**config.mk**
```make
export PLATFORM = sky130hd
export DESIGN_NAME = column_read_ctrl_flat
export DESIGN_NICKNAME = d
export VERILOG_FILES = /design/src/rtl/column_read_ctrl_pkg.sv /design/src/rtl/column_read_ctrl_if.sv /design/src/rtl/column_out_fifo.sv /design/src/rtl/column_read_ctrl.sv /design/src/flat_wrapper.sv
export SDC_FILE = /design/constraint.sdc
export NUM_CORES = 1
export LEC_CHECK = 0
export BUFFER_PORTS_ARGS = -buffer_cell sky130_fd_sc_hd__buf_4
export CORE_UTILIZATION = 45
export CTS_CLUSTER_DIAMETER = 100
export DETAILED_ROUTE_END_ITERATION = 7
export HOLD_SLACK_MARGIN = 0.02
export PLACE_DENSITY = 0.66
export REMOVE_ABC_BUFFERS = 1
export SYNTH_ARGS = -nofsm -noshare
export SYNTH_HDL_FRONTEND = slang
export SYNTH_SLANG_ARGS = --single-unit
```
**constraint.sdc**
```tcl
create_clock -name clk -period 5.7 [get_ports clk]
set_input_delay 0.57 -clock clk [delete_from_list [all_inputs] [get_ports clk]]
set_output_delay 0.57 -clock clk [all_outputs]
set_load 0.02 [all_outputs]
```
**src/rtl/column_read_ctrl_pkg.sv**
```systemverilog
// Shared types and constants for the column readout controller.
// Broadcast bit map, FSM states and the column word width.
package column_read_ctrl_pkg;

  localparam int COL_W = 46;
  localparam int HIT_W = 5;

  localparam int BCST_RST  = 0;
  localparam int BCST_L1A  = 1;
  localparam int BCST_LOAD = 2;
  localparam int BCST_ADDR = 3;

  typedef enum logic [2:0] {
    IDLE,
    BCAST,
    SETTLE,
    READ,
    DONE
  } state_e;

endpackage

```
**src/rtl/column_read_ctrl_if.sv**
```systemverilog
// Valid/ready output word stream of the column readout controller.
// The master side produces words, the slave side consumes them.
interface column_read_ctrl_if #(
  parameter int W = 46
);

  logic [W-1:0] outData;
  logic         outValid;
  logic         outReady;

  modport master (
    output outData,
    output outValid,
    input  outReady
  );

  modport slave (
    input  outData,
    input  outValid,
    output outReady
  );

endinterface

```
**src/rtl/column_out_fifo.sv**
```systemverilog
// First-word-fall-through FIFO between the column and the output stream.
// Pointers carry one extra wrap bit to tell full from empty.
module column_out_fifo #(
  parameter int DEPTH = 4,
  parameter int WIDTH = 46
) (
  input  logic             clk,
  input  logic             reset,
  input  logic             flush_i,
  input  logic             push_i,
  input  logic [WIDTH-1:0] wdata_i,
  input  logic             pop_i,
  output logic [WIDTH-1:0] rdata_o,
  output logic             empty_o,
  output logic             full_o
);

  localparam int AW = $clog2(DEPTH);

  logic [AW:0]      wptr_q, wptr_d;
  logic [AW:0]      rptr_q, rptr_d;
  logic [WIDTH-1:0] mem_q [DEPTH];
  logic             do_push;
  logic             do_pop;

  assign empty_o = (wptr_q == rptr_q);
  assign full_o  = (wptr_q[AW-1:0] == rptr_q[AW-1:0])
                && (wptr_q[AW] != rptr_q[AW]);

  // A pop in the same cycle frees the slot, so push at full is allowed.
  assign do_pop  = pop_i && !empty_o;
  assign do_push = push_i && (!full_o || do_pop);
  assign rdata_o = mem_q[rptr_q[AW-1:0]];

  always_comb begin
    wptr_d = wptr_q + {{AW{1'b0}}, do_push};
    rptr_d = rptr_q + {{AW{1'b0}}, do_pop};
  end

  always_ff @(posedge clk) begin
    if (reset || flush_i) begin
      wptr_q <= '0;
      rptr_q <= '0;
    end else begin
      wptr_q <= wptr_d;
      rptr_q <= rptr_d;
    end
  end

  always_ff @(posedge clk) begin
    if (do_push) begin
      mem_q[wptr_q[AW-1:0]] <= wdata_i;
    end
  end

endmodule

```
**src/rtl/column_read_ctrl.sv**
```systemverilog
// Trigger-driven readout of one pixel column into an output stream.
// Broadcasts L1A, waits for the column to settle, then drains its hits.
module column_read_ctrl
  import column_read_ctrl_pkg::*;
#(
  parameter int L1ADDRWIDTH = 7,
  parameter int BCSTWIDTH   = 27,
  parameter int SETTLE_CYC  = 16,
  parameter int FIFO_DEPTH  = 4
) (
  input  logic                   clk,
  input  logic                   reset,
  input  logic                   l1aIn,
  input  logic [L1ADDRWIDTH-1:0] l1aAddrIn,
  input  logic                   loadIn,
  input  logic                   chainRstIn,
  input  logic [COL_W-1:0]       colData,
  input  logic [HIT_W-1:0]       colHits,
  output logic                   colRead,
  output logic [BCSTWIDTH-1:0]   colBCST,
  column_read_ctrl_if.master     ostr,
  output logic                   evtDone,
  output logic [HIT_W-1:0]       evtHitCnt,
  output logic                   busy,
  output logic                   l1aDropped
);

  localparam int SW = $clog2(SETTLE_CYC + 1);
  localparam logic [SW-1:0] SCNT_LAST = SW'(SETTLE_CYC - 1);

  state_e                 state_q, state_d;
  logic                   pend_q, pend_d;
  logic [L1ADDRWIDTH-1:0] pend_addr_q, pend_addr_d;
  logic [SW-1:0]          scnt_q, scnt_d;
  logic [HIT_W-1:0]       rem_q, rem_d;
  logic [HIT_W-1:0]       ecnt_q, ecnt_d;
  logic [BCSTWIDTH-1:0]   bcst_q, bcst_d;
  logic [L1ADDRWIDTH-1:0] bc_addr;
  logic                   rd;
  logic                   drop;
  logic                   l1a_ok;
  logic                   fifo_full;
  logic                   fifo_empty;

  assign l1a_ok = l1aIn && !chainRstIn;

  always_comb begin
    state_d     = state_q;
    pend_d      = pend_q;
    pend_addr_d = pend_addr_q;
    scnt_d      = scnt_q;
    rem_d       = rem_q;
    ecnt_d      = ecnt_q;
    bc_addr     = '0;
    rd          = 1'b0;
    drop        = 1'b0;

    unique case (state_q)
      IDLE: begin
        if (pend_q) begin
          state_d = BCAST;
          bc_addr = pend_addr_q;
          pend_d  = l1a_ok;
          if (l1a_ok) pend_addr_d = l1aAddrIn;
        end else if (l1a_ok) begin
          state_d = BCAST;
          bc_addr = l1aAddrIn;
        end
      end
      BCAST: begin
        state_d = SETTLE;
        scnt_d  = '0;
      end
      SETTLE: begin
        if (scnt_q == SCNT_LAST) begin
          rem_d   = colHits;
          ecnt_d  = colHits;
          state_d = (colHits == '0) ? DONE : READ;
        end else begin
          scnt_d = scnt_q + SW'(1);
        end
      end
      READ: begin
        if (rem_q != '0 && !fifo_full && colHits != '0) begin
          rd    = 1'b1;
          rem_d = rem_q - HIT_W'(1);
          if (rem_q == HIT_W'(1)) state_d = DONE;
        end
      end
      DONE: state_d = IDLE;
      default: state_d = IDLE;
    endcase

    // One trigger may wait behind the running event; a second is lost.
    if (state_q != IDLE && l1a_ok) begin
      if (pend_q) begin
        drop = 1'b1;
      end else begin
        pend_d      = 1'b1;
        pend_addr_d = l1aAddrIn;
      end
    end

    if (chainRstIn) begin
      state_d = IDLE;
      pend_d  = 1'b0;
      scnt_d  = '0;
      rem_d   = '0;
      ecnt_d  = '0;
      rd      = 1'b0;
      drop    = 1'b0;
    end

    bcst_d            = '0;
    bcst_d[BCST_RST]  = chainRstIn;
    bcst_d[BCST_LOAD] = loadIn;
    if (state_d == BCAST) begin
      bcst_d[BCST_L1A]                    = 1'b1;
      bcst_d[BCST_ADDR +: L1ADDRWIDTH]    = bc_addr;
    end
  end

  always_ff @(posedge clk) begin
    if (reset) begin
      state_q     <= IDLE;
      pend_q      <= 1'b0;
      pend_addr_q <= '0;
      scnt_q      <= '0;
      rem_q       <= '0;
      ecnt_q      <= '0;
      bcst_q      <= '0;
    end else begin
      state_q     <= state_d;
      pend_q      <= pend_d;
      pend_addr_q <= pend_addr_d;
      scnt_q      <= scnt_d;
      rem_q       <= rem_d;
      ecnt_q      <= ecnt_d;
      bcst_q      <= bcst_d;
    end
  end

  assign colRead    = rd && !reset;
  assign colBCST    = bcst_q;
  assign evtDone    = (state_q == DONE);
  assign evtHitCnt  = evtDone ? ecnt_q : '0;
  assign busy       = (state_q != IDLE);
  assign l1aDropped = drop && !reset;
  assign ostr.outValid = !fifo_empty;

  column_out_fifo #(
    .DEPTH (FIFO_DEPTH),
    .WIDTH (COL_W)
  ) u_fifo (
    .clk     (clk),
    .reset   (reset),
    .flush_i (chainRstIn),
    .push_i  (colRead),
    .wdata_i (colData),
    .pop_i   (ostr.outValid && ostr.outReady),
    .rdata_o (ostr.outData),
    .empty_o (fifo_empty),
    .full_o  (fifo_full)
  );

endmodule

```
**src/flat_wrapper.sv**
```systemverilog
// flat-port wrapper written by rule: the top's interface ports become plain ports
module column_read_ctrl_flat import column_read_ctrl_pkg::*;
#(
  parameter int L1ADDRWIDTH = 7,
  parameter int BCSTWIDTH   = 27,
  parameter int SETTLE_CYC  = 16,
  parameter int FIFO_DEPTH  = 4
)
  (clk, reset, l1aIn, l1aAddrIn, loadIn, chainRstIn, colData, colHits, colRead, colBCST, evtDone, evtHitCnt, busy, l1aDropped, ostr_outData, ostr_outValid, ostr_outReady);
  column_read_ctrl_if #(.W(46)) ostr_i ();
  input  logic clk;
  input  logic reset;
  input  logic l1aIn;
  input  logic [L1ADDRWIDTH-1:0] l1aAddrIn;
  input  logic loadIn;
  input  logic chainRstIn;
  input  logic [COL_W-1:0] colData;
  input  logic [HIT_W-1:0] colHits;
  output logic colRead;
  output logic [BCSTWIDTH-1:0] colBCST;
  output logic evtDone;
  output logic [HIT_W-1:0] evtHitCnt;
  output logic busy;
  output logic l1aDropped;
  output wire logic [$bits(ostr_i.outData)-1:0] ostr_outData;
  output wire logic [$bits(ostr_i.outValid)-1:0] ostr_outValid;
  input wire logic [$bits(ostr_i.outReady)-1:0] ostr_outReady;
  assign ostr_outData = ostr_i.outData;
  assign ostr_outValid = ostr_i.outValid;
  assign ostr_i.outReady = ostr_outReady;
  column_read_ctrl #(.L1ADDRWIDTH(L1ADDRWIDTH), .BCSTWIDTH(BCSTWIDTH), .SETTLE_CYC(SETTLE_CYC), .FIFO_DEPTH(FIFO_DEPTH)) u_core (.clk(clk), .reset(reset), .l1aIn(l1aIn), .l1aAddrIn(l1aAddrIn), .loadIn(loadIn), .chainRstIn(chainRstIn), .colData(colData), .colHits(colHits), .colRead(colRead), .colBCST(colBCST), .ostr(ostr_i), .evtDone(evtDone), .evtHitCnt(evtHitCnt), .busy(busy), .l1aDropped(l1aDropped));
endmodule
```
After elaboration in Yosys (flattened, before gate mapping)
Memory sizes are Yosys's and may differ from the RTL's. A register that Yosys moved wholly into a read port is not among the register bits.
Index checks and enable logic that the tools add are counted.
{"block": "op_classes", "bitwise": 2, "n_eq_ne": 13, "reduce_logical": 28, "n_mux": 35, "addsub": 4}
{"operator": "$mux 7", "n": 7}
{"operator": "$mux 3", "n": 7}
{"operator": "$mux 5", "n": 4}
{"operator": "$pmux 5 s2", "n": 2}
{"operator": "$mux 1", "n": 13}
{"operator": "$pmux 3 s4", "n": 1}
{"operator": "$logic_and 1x1->1", "n": 10}
{"operator": "$reduce_bool 5->1", "n": 2}
{"operator": "$add 3x1->3", "n": 2}
{"operator": "$eq 3x1->1 const B", "n": 2}
{"operator": "$eq 3x2->1 const B", "n": 2}
{"operator": "$add 5x1->5 const B", "n": 1}
{"operator": "$eq 5x1->1 const B", "n": 1}
{"operator": "$eq 5x4->1 const B", "n": 1}
{"operator": "$logic_not 5->1", "n": 1}
{"operator": "$sub 5x1->5 const B", "n": 1}
{"operator": "$logic_not 1->1", "n": 4}
{"operator": "$ne 2x1->1 const B", "n": 2}
{"operator": "$reduce_and 2->1", "n": 2}
{"operator": "$reduce_bool 2->1", "n": 2}
{"operator": "$eq 3x3->1", "n": 1}
{"operator": "$eq 3x3->1 const B", "n": 1}
{"operator": "$logic_not 3->1", "n": 1}
{"operator": "$reduce_and 3->1", "n": 1}
{"operator": "other kinds (9)", "n": 11}
{"block": "totals", "mem_count": 1, "ff_bits": 59, "input_bits": 64, "output_inout_bits": 83, "ramBits": 184, "word_cells": 94}
{"name": "u_core.u_fifo.mem_q", "words": 4, "word_bits": 46, "rd": 1, "rd_clocked_by_memory_dff": 1, "write_ports": 1, "line_no": "column_out_fifo.sv:22", "text": "logic [WIDTH-1:0] mem_q [DEPTH];"}

Logic depth before layout (Yosys ltp)
{"block": "depth", "word_depth": 12, "mapped_depth": 8, "mapped_depth_nobuf": 8}

Hierarchy
A second synthesis with hierarchy kept.
{"block": "hier_totals", "hier_cells": 485, "area_unflattened_um2": 8844.7}
{"module": "column_out_fifo", "instances": 1, "area_per_inst_um2": 7038.0, "seq_area_each_um2": 5645.4, "cells_per_inst": 272}
{"module": "column_read_ctrl", "instances": 1, "area_per_inst_um2": 1806.7, "seq_area_each_um2": 720.7, "cells_per_inst": 213}

Least setup slack after synthesis
Ideal clock, no wire load.
{"block": "synth_path", "path_kind": "register to register", "startpoint": "register u_core.state_q[2]", "endpoint": "memory u_core.u_fifo.mem_q[0][0] (enable)", "arrival_ns": 4.949, "path_stages_with_launch": 6, "period_less_slack_ns": 5.466, "path_slack_ns": 0.234, "required_time_ns": 5.183, "setup_ns": 0.517, "path_buffers": 1, "cell_sequence": "dfxtp_1 -> buf_2 -> nand3b_2 -> a21o_1 -> nor4_4 -> nor3b_1"}
{"block": "synth_via", "elab_chain_cells": 7}
{"item": "start, declared", "line_no": "column_read_ctrl.sv:31", "text": "state_e state_q, state_d;"}
{"item": "start signal, assigned", "line_no": "column_read_ctrl.sv:133", "text": "state_q <= state_d;"}
{"item": "$eq 3x2->1", "line_no": "column_read_ctrl.sv:58", "text": "unique case (state_q)"}
{"item": "$mux 1", "line_no": "column_read_ctrl.sv:58"}
{"item": "$mux 1", "line_no": "column_read_ctrl.sv:104", "text": "if (chainRstIn) begin"}
{"item": "$logic_and 1x1->1", "line_no": "column_read_ctrl.sv:143", "text": "assign colRead = rd && !reset;"}
{"item": "named net colRead", "line_no": "flat_wrapper.sv:19", "text": "output logic colRead;"}
{"item": "$logic_and 1x1->1", "line_no": "column_out_fifo.sv:32", "text": "assign do_push = push_i && (!full_o || do_pop);"}
{"item": "$mux 1", "line_no": "column_out_fifo.sv:51", "text": "if (do_push) begin"}
{"item": "$mux 1 (implied by the code)", "line_no": "column_out_fifo.sv:52", "text": "mem_q[wptr_q[AW-1:0]] <= wdata_i;"}
{"item": "end, declared", "line_no": "column_out_fifo.sv:22"}
The timed path passes the listed nets, and every way through them passes these cells.

Final worst setup path
{"block": "layout_path", "startpoint": "register u_core.u_fifo.rptr_q[0]", "endpoint": "output port colRead"}
{"block": "layout_via", "elab_chain_cells": 9}
{"item": "start, declared", "line_no": "column_out_fifo.sv:21", "text": "logic [AW:0] rptr_q, rptr_d;"}
{"item": "start signal, assigned", "line_no": "column_out_fifo.sv:46", "text": "rptr_q <= rptr_d;"}
{"item": "$eq 2x2->1", "line_no": "column_out_fifo.sv:27", "text": "assign full_o = (wptr_q[AW-1:0] == rptr_q[AW-1:0])"}
{"item": "$logic_and 1x1->1", "line_no": "column_out_fifo.sv:28", "text": "&& (wptr_q[AW] != rptr_q[AW]);"}
{"item": "$logic_not 1->1", "line_no": "column_read_ctrl.sv:84", "text": "if (rem_q != '0 && !fifo_full && colHits != '0) begin"}
{"item": "$logic_and 1x1->1 (2 in series)", "line_no": "column_read_ctrl.sv:84"}
{"item": "$mux 1", "line_no": "column_read_ctrl.sv:84"}
{"item": "$mux 1", "line_no": "column_read_ctrl.sv:58"}
{"item": "$mux 1", "line_no": "column_read_ctrl.sv:104"}
{"item": "$logic_and 1x1->1", "line_no": "column_read_ctrl.sv:143"}
{"item": "end, declared", "line_no": "flat_wrapper.sv:19"}
No other way between the ends.

==> results list <==
- Status: finished, final reports clean
- Synthesized area divided by synthesized cell count: 17.82 µm²
* Worst Setup Start Kind: flip-flop
- Cell type with the highest aggregate area in the netlist: edfxtp_1
- For this run, global-route usage on met3 was measured as 0.03847.
- By area the synthesized netlist is led by edfxtp_1 63%, mux4_2 12%, dfxtp_1 9.6%.
* Wire length of the first global-routing pass: 25190 µm
- Yosys instantiated no cell more often than edfxtp_1.
* Simple-Gate Fraction of Synth Area: 0.06481
- Hold WS: 0.2616 ns
- Met2 track demand over resource: 0.2717
- Util after Layout: 0.5674
- Transition time at the pin with the least slew margin: 0.9765 ns
- Crit path cell chain: xor2_1, nor3_2, nor4_4, buf_4
- Setup repair after global routing left no endpoint under its margin.
- Synthesized area: about 8800 µm²
* Full die area: 20080 µm²
* Type of the setup path with the least slack: reg -> out
* YS warnings: 0
* Largest clock skew in the final design: 0.006872 ns
- Data arrival time of the critical path: 2.44 ns
- Once placement finished, the instance area stood at 9948 µm².
* Via count of the first global-routing pass: just under 5000
- HPWL Detailed: 9829 µm
- In this run the count of I/O pins placed on the die edge is 147.
* Peak ir drop on the vdd network: around 230 µV
* Headroom to the max-slew limit: 0.3490
* Total of fill cells in the finished design: about 1500
- TritonCTS clock tree: yes
- The later pin in the worst-skew pair is clocked with a latency of 0.50 ns.
- Maximum number of pins on one net before global-route repair: 49
- Layout cells sized above 1: 0.3535
- At the end of the flow, the number of nets in the layout was 702.
- The floorplan step set the die height to 141.7 µm.
- Largest family of logic cells by synthesized area: multiplexers
* DRC violations left: 0
- The share of the Yosys chip area taken by registers is 0.7247.
* GR Overflow Total: 0
- Clock-pin slew was measured on the worst setup and hold paths at 0.06 ns.
- Clock tree synthesis selected as its root buffer the cell clkbuf_16.
- After floorplanning, the core was sized to cover 18890 µm².
* Final Slew Violations: 0
* Number of synthesized flops with an enable pin: 184
- Hold violation count in the final report: 0
- Synth Area in XOR/XNOR: 0.007976
- The most used flip-flop cell after synthesis is edfxtp_1.
* Required time of the worst setup path: 5.13 ns
- PostCTS Resize Cnt: 0
- For met1 alone, demand over resource in global routing was 0.2169.
* Post-CTS Setup Inserts: 0
- Post-route minimum period: 3.014 ns
- Antenna violations before repair: 0
* Placer congestion estimate: between 0.7 and 0.8
- For this run, asynchronously set or reset flops after synthesis account for 0.
- Counting flops and latches in the post-synthesis netlist gives 226.
* Clk buf depth: 3
- In the synthesized netlist, the cells that appear most often are 184 x edfxtp_1, 46 x mux4_2, 42 x dfxtp_1, 36 x nor2_1, 29 x nand2_1.
- After global routing, the most crowded layer is met2.
- In this run the remaining antenna-violating nets after routing total 0.
- The complex-gate fraction of the synthesized area is 0.02806.
- In the global route stage, overall resource usage came out at 0.1632.
* Share of the clock period used by the worst path after layout: 0.5288
- Number of distinct standard cells referenced by the synthesized netlist: 49
- On the worst path, the slowest cell contributes a delay of 0.99 ns.
- Along the worst path, the maximum fanout reaches 48.
- Final Setup Violations: 0
- For this configuration, the core starts out at a cell density of 0.4650.
- Across the run, the number of max-cap violations was 0.
- The min-delay analysis places its worst path in the category in -> reg.
* Max Clk Rate: 331.7 MHz
* Mapped Cells: around 490
- CP max-delay cell: dfxtp_4
- Clk sinks: 226
- Detailed routing inserted a total of between 4000 and 5000 vias.
- After detailed routing, the number of vias per cell comes to about 5.1.
* Die X-Extent: 141.7 µm
- Measured against the total synthesized area, the mux share comes to 0.1293.
- In this run the tool buffered the top-level ports with ~130 buffer cells.
- Total of hold buffers inserted after clock tree synthesis: 0
- Number of H-tree levels: 1
- Summed over all layers, the routed wires come to 16250 µm.
- The first detailed-routing pass took 4 iterations.
- Routed wirelength normalized by instance count: 17.95 µm
- STA classifies the critical path endpoint as a primary output.
- 0 antenna diodes ended up in the layout.
- The detailed router finished its first iteration with 362 violations.
* Placement row count: 50
- Clock buffer count from CTS: 24
- From synthesis to final layout, the design area changed by 22.03%.
- The share of synthesized area in the top cell type comes to 0.6290.
- After routing the design area is 10720 µm².
* Leak pwr: 3.755 nW
* Adder and majority cell fraction of the synthesized area: 0.01282
- Pwr Density: 316.3 nW/µm²
==> worst paths after layout <==
path / from / slack [ns] / endpoint / cells past startpoint
setup reg to reg: u_core.u_fifo.rptr_q[0]$_SDFF_PP0_ / 2.77 / u_core.u_fifo.mem_q[0][35]$_DFFE_PP_ / 5
hold / removal: colData[6] / 0.26 / u_core.u_fifo.mem_q[2][6]$_DFFE_PP_ / 1
setup / recovery: u_core.u_fifo.rptr_q[0]$_SDFF_PP0_ / 2.69 / colRead / 4
hold reg to reg: u_core.ecnt_q[3]$_SDFFE_PP0P_ / 0.46 / u_core.ecnt_q[3]$_SDFFE_PP0P_ / 2
==> state kept, by name (all words and copies together) (netlist names) <==
signal,cells
u_core.u_fifo.wptr_q,3
u_core.scnt_q,5
u_core.colBCST,10
u_core.state_q,3
u_core.pend_addr_q,7
u_core.ecnt_q,5
u_core.u_fifo.rptr_q,3
u_core.pend_q,1
u_core.rem_q,5
u_core.u_fifo.mem_q,184
==> logic make-up after synthesis <==
| group | count (synthesis) |
|---|---|
| flops | 226 |
| simple gates | 109 |
| mux | 56 |
| buf+inv | 47 |
| compound gates | 37 |
| fa+ha+maj | 9 |
| xor+xnor | 8 |
| other cells | 1 |
==> critical path: cells and delay by family, from the launching register on <==
| family | cells | cell delay [ns] |
|---|---|---|
| and+or+nand+nor | 2 | 0.55 |
| buffers and inverters | 1 | 0.19 |
| xor gates and xnor gates | 1 | 0.21 |
| DFF | 1 | 0.99 |
==> layer usage <==
layer / vias to the layer above / wire, µm / share of wire
li1: 2144 / - / -
met1: 2318 / 7130 / 0.44
met2: 128 / 7836 / 0.48
met3: 21 / 974 / 0.060
met4: 0 / 305 / 0.019
met5: - / 0 / 0
==> power by group <==
part	total (mW)	internal (mW)	switching, mW
Sequential	1.79	1.78	0.00237
Combinational	0.0859	0.0374	0.0485
Clock	1.52	0.929	0.589
Total	3.39	2.75	0.640
==> stage by stage <==
step                setup WS [ns]  TNS [ns]  power, mW  cells
floorplan                  -1.155    -53.11      1.850    469
global placement            2.737         0      1.904    863
detailed placement          2.674         0      1.908    863
CTS                         2.579         0      3.423    905
global route                2.403         0      3.494    905
finish                      2.686         0      3.391    905
==> cells in the final DEF, fill, tap and decap left out, types with 3 or more instances in the layout <==
| master | n |
|---|---|
| edfxtp_1 | 184 |
| buf_4 | 134 |
| mux4_2 | 46 |
| dfxtp_1 | 40 |
| nor2_1 | 34 |
| nand2_1 | 29 |
| clkbuf_16 | 25 |
| conb_1 | 17 |
| a21oi_1 | 16 |
| and2_1 | 12 |
| mux2i_1 | 10 |
| ha_1 | 9 |
| inv_1 | 7 |
| o21ai_0 | 6 |
| clkinv_1 | 6 |
| xor2_1 | 5 |
| clkbuf_1 | 5 |
| xnor2_1 | 3 |
| nor2_4 | 3 |
| nor2b_1 | 3 |
| a211oi_1 | 3 |
| o31ai_1 | 3 |
| bufinv_16 | 3 |
| clkinv_2 | 3 |
==> final cells by class <==
| cell class | instances | area (µm²) | area share |
|---|---|---|---|
| inverters | 7 | 26.28 | 0.002451 |
| flip-flops and latches | 226 | 6371 | 0.5943 |
| repair buffers | 134 | 1006 | 0.09384 |
| well taps | 260 | 325.3 | 0.03035 |
| clock buffers | 30 | 644.4 | 0.06011 |
| clock inverters | 12 | 127.6 | 0.01190 |
| multi-input cells | 236 | 2220 | 0.2070 |
Note: power is estimated with default switching activity, not from simulation.
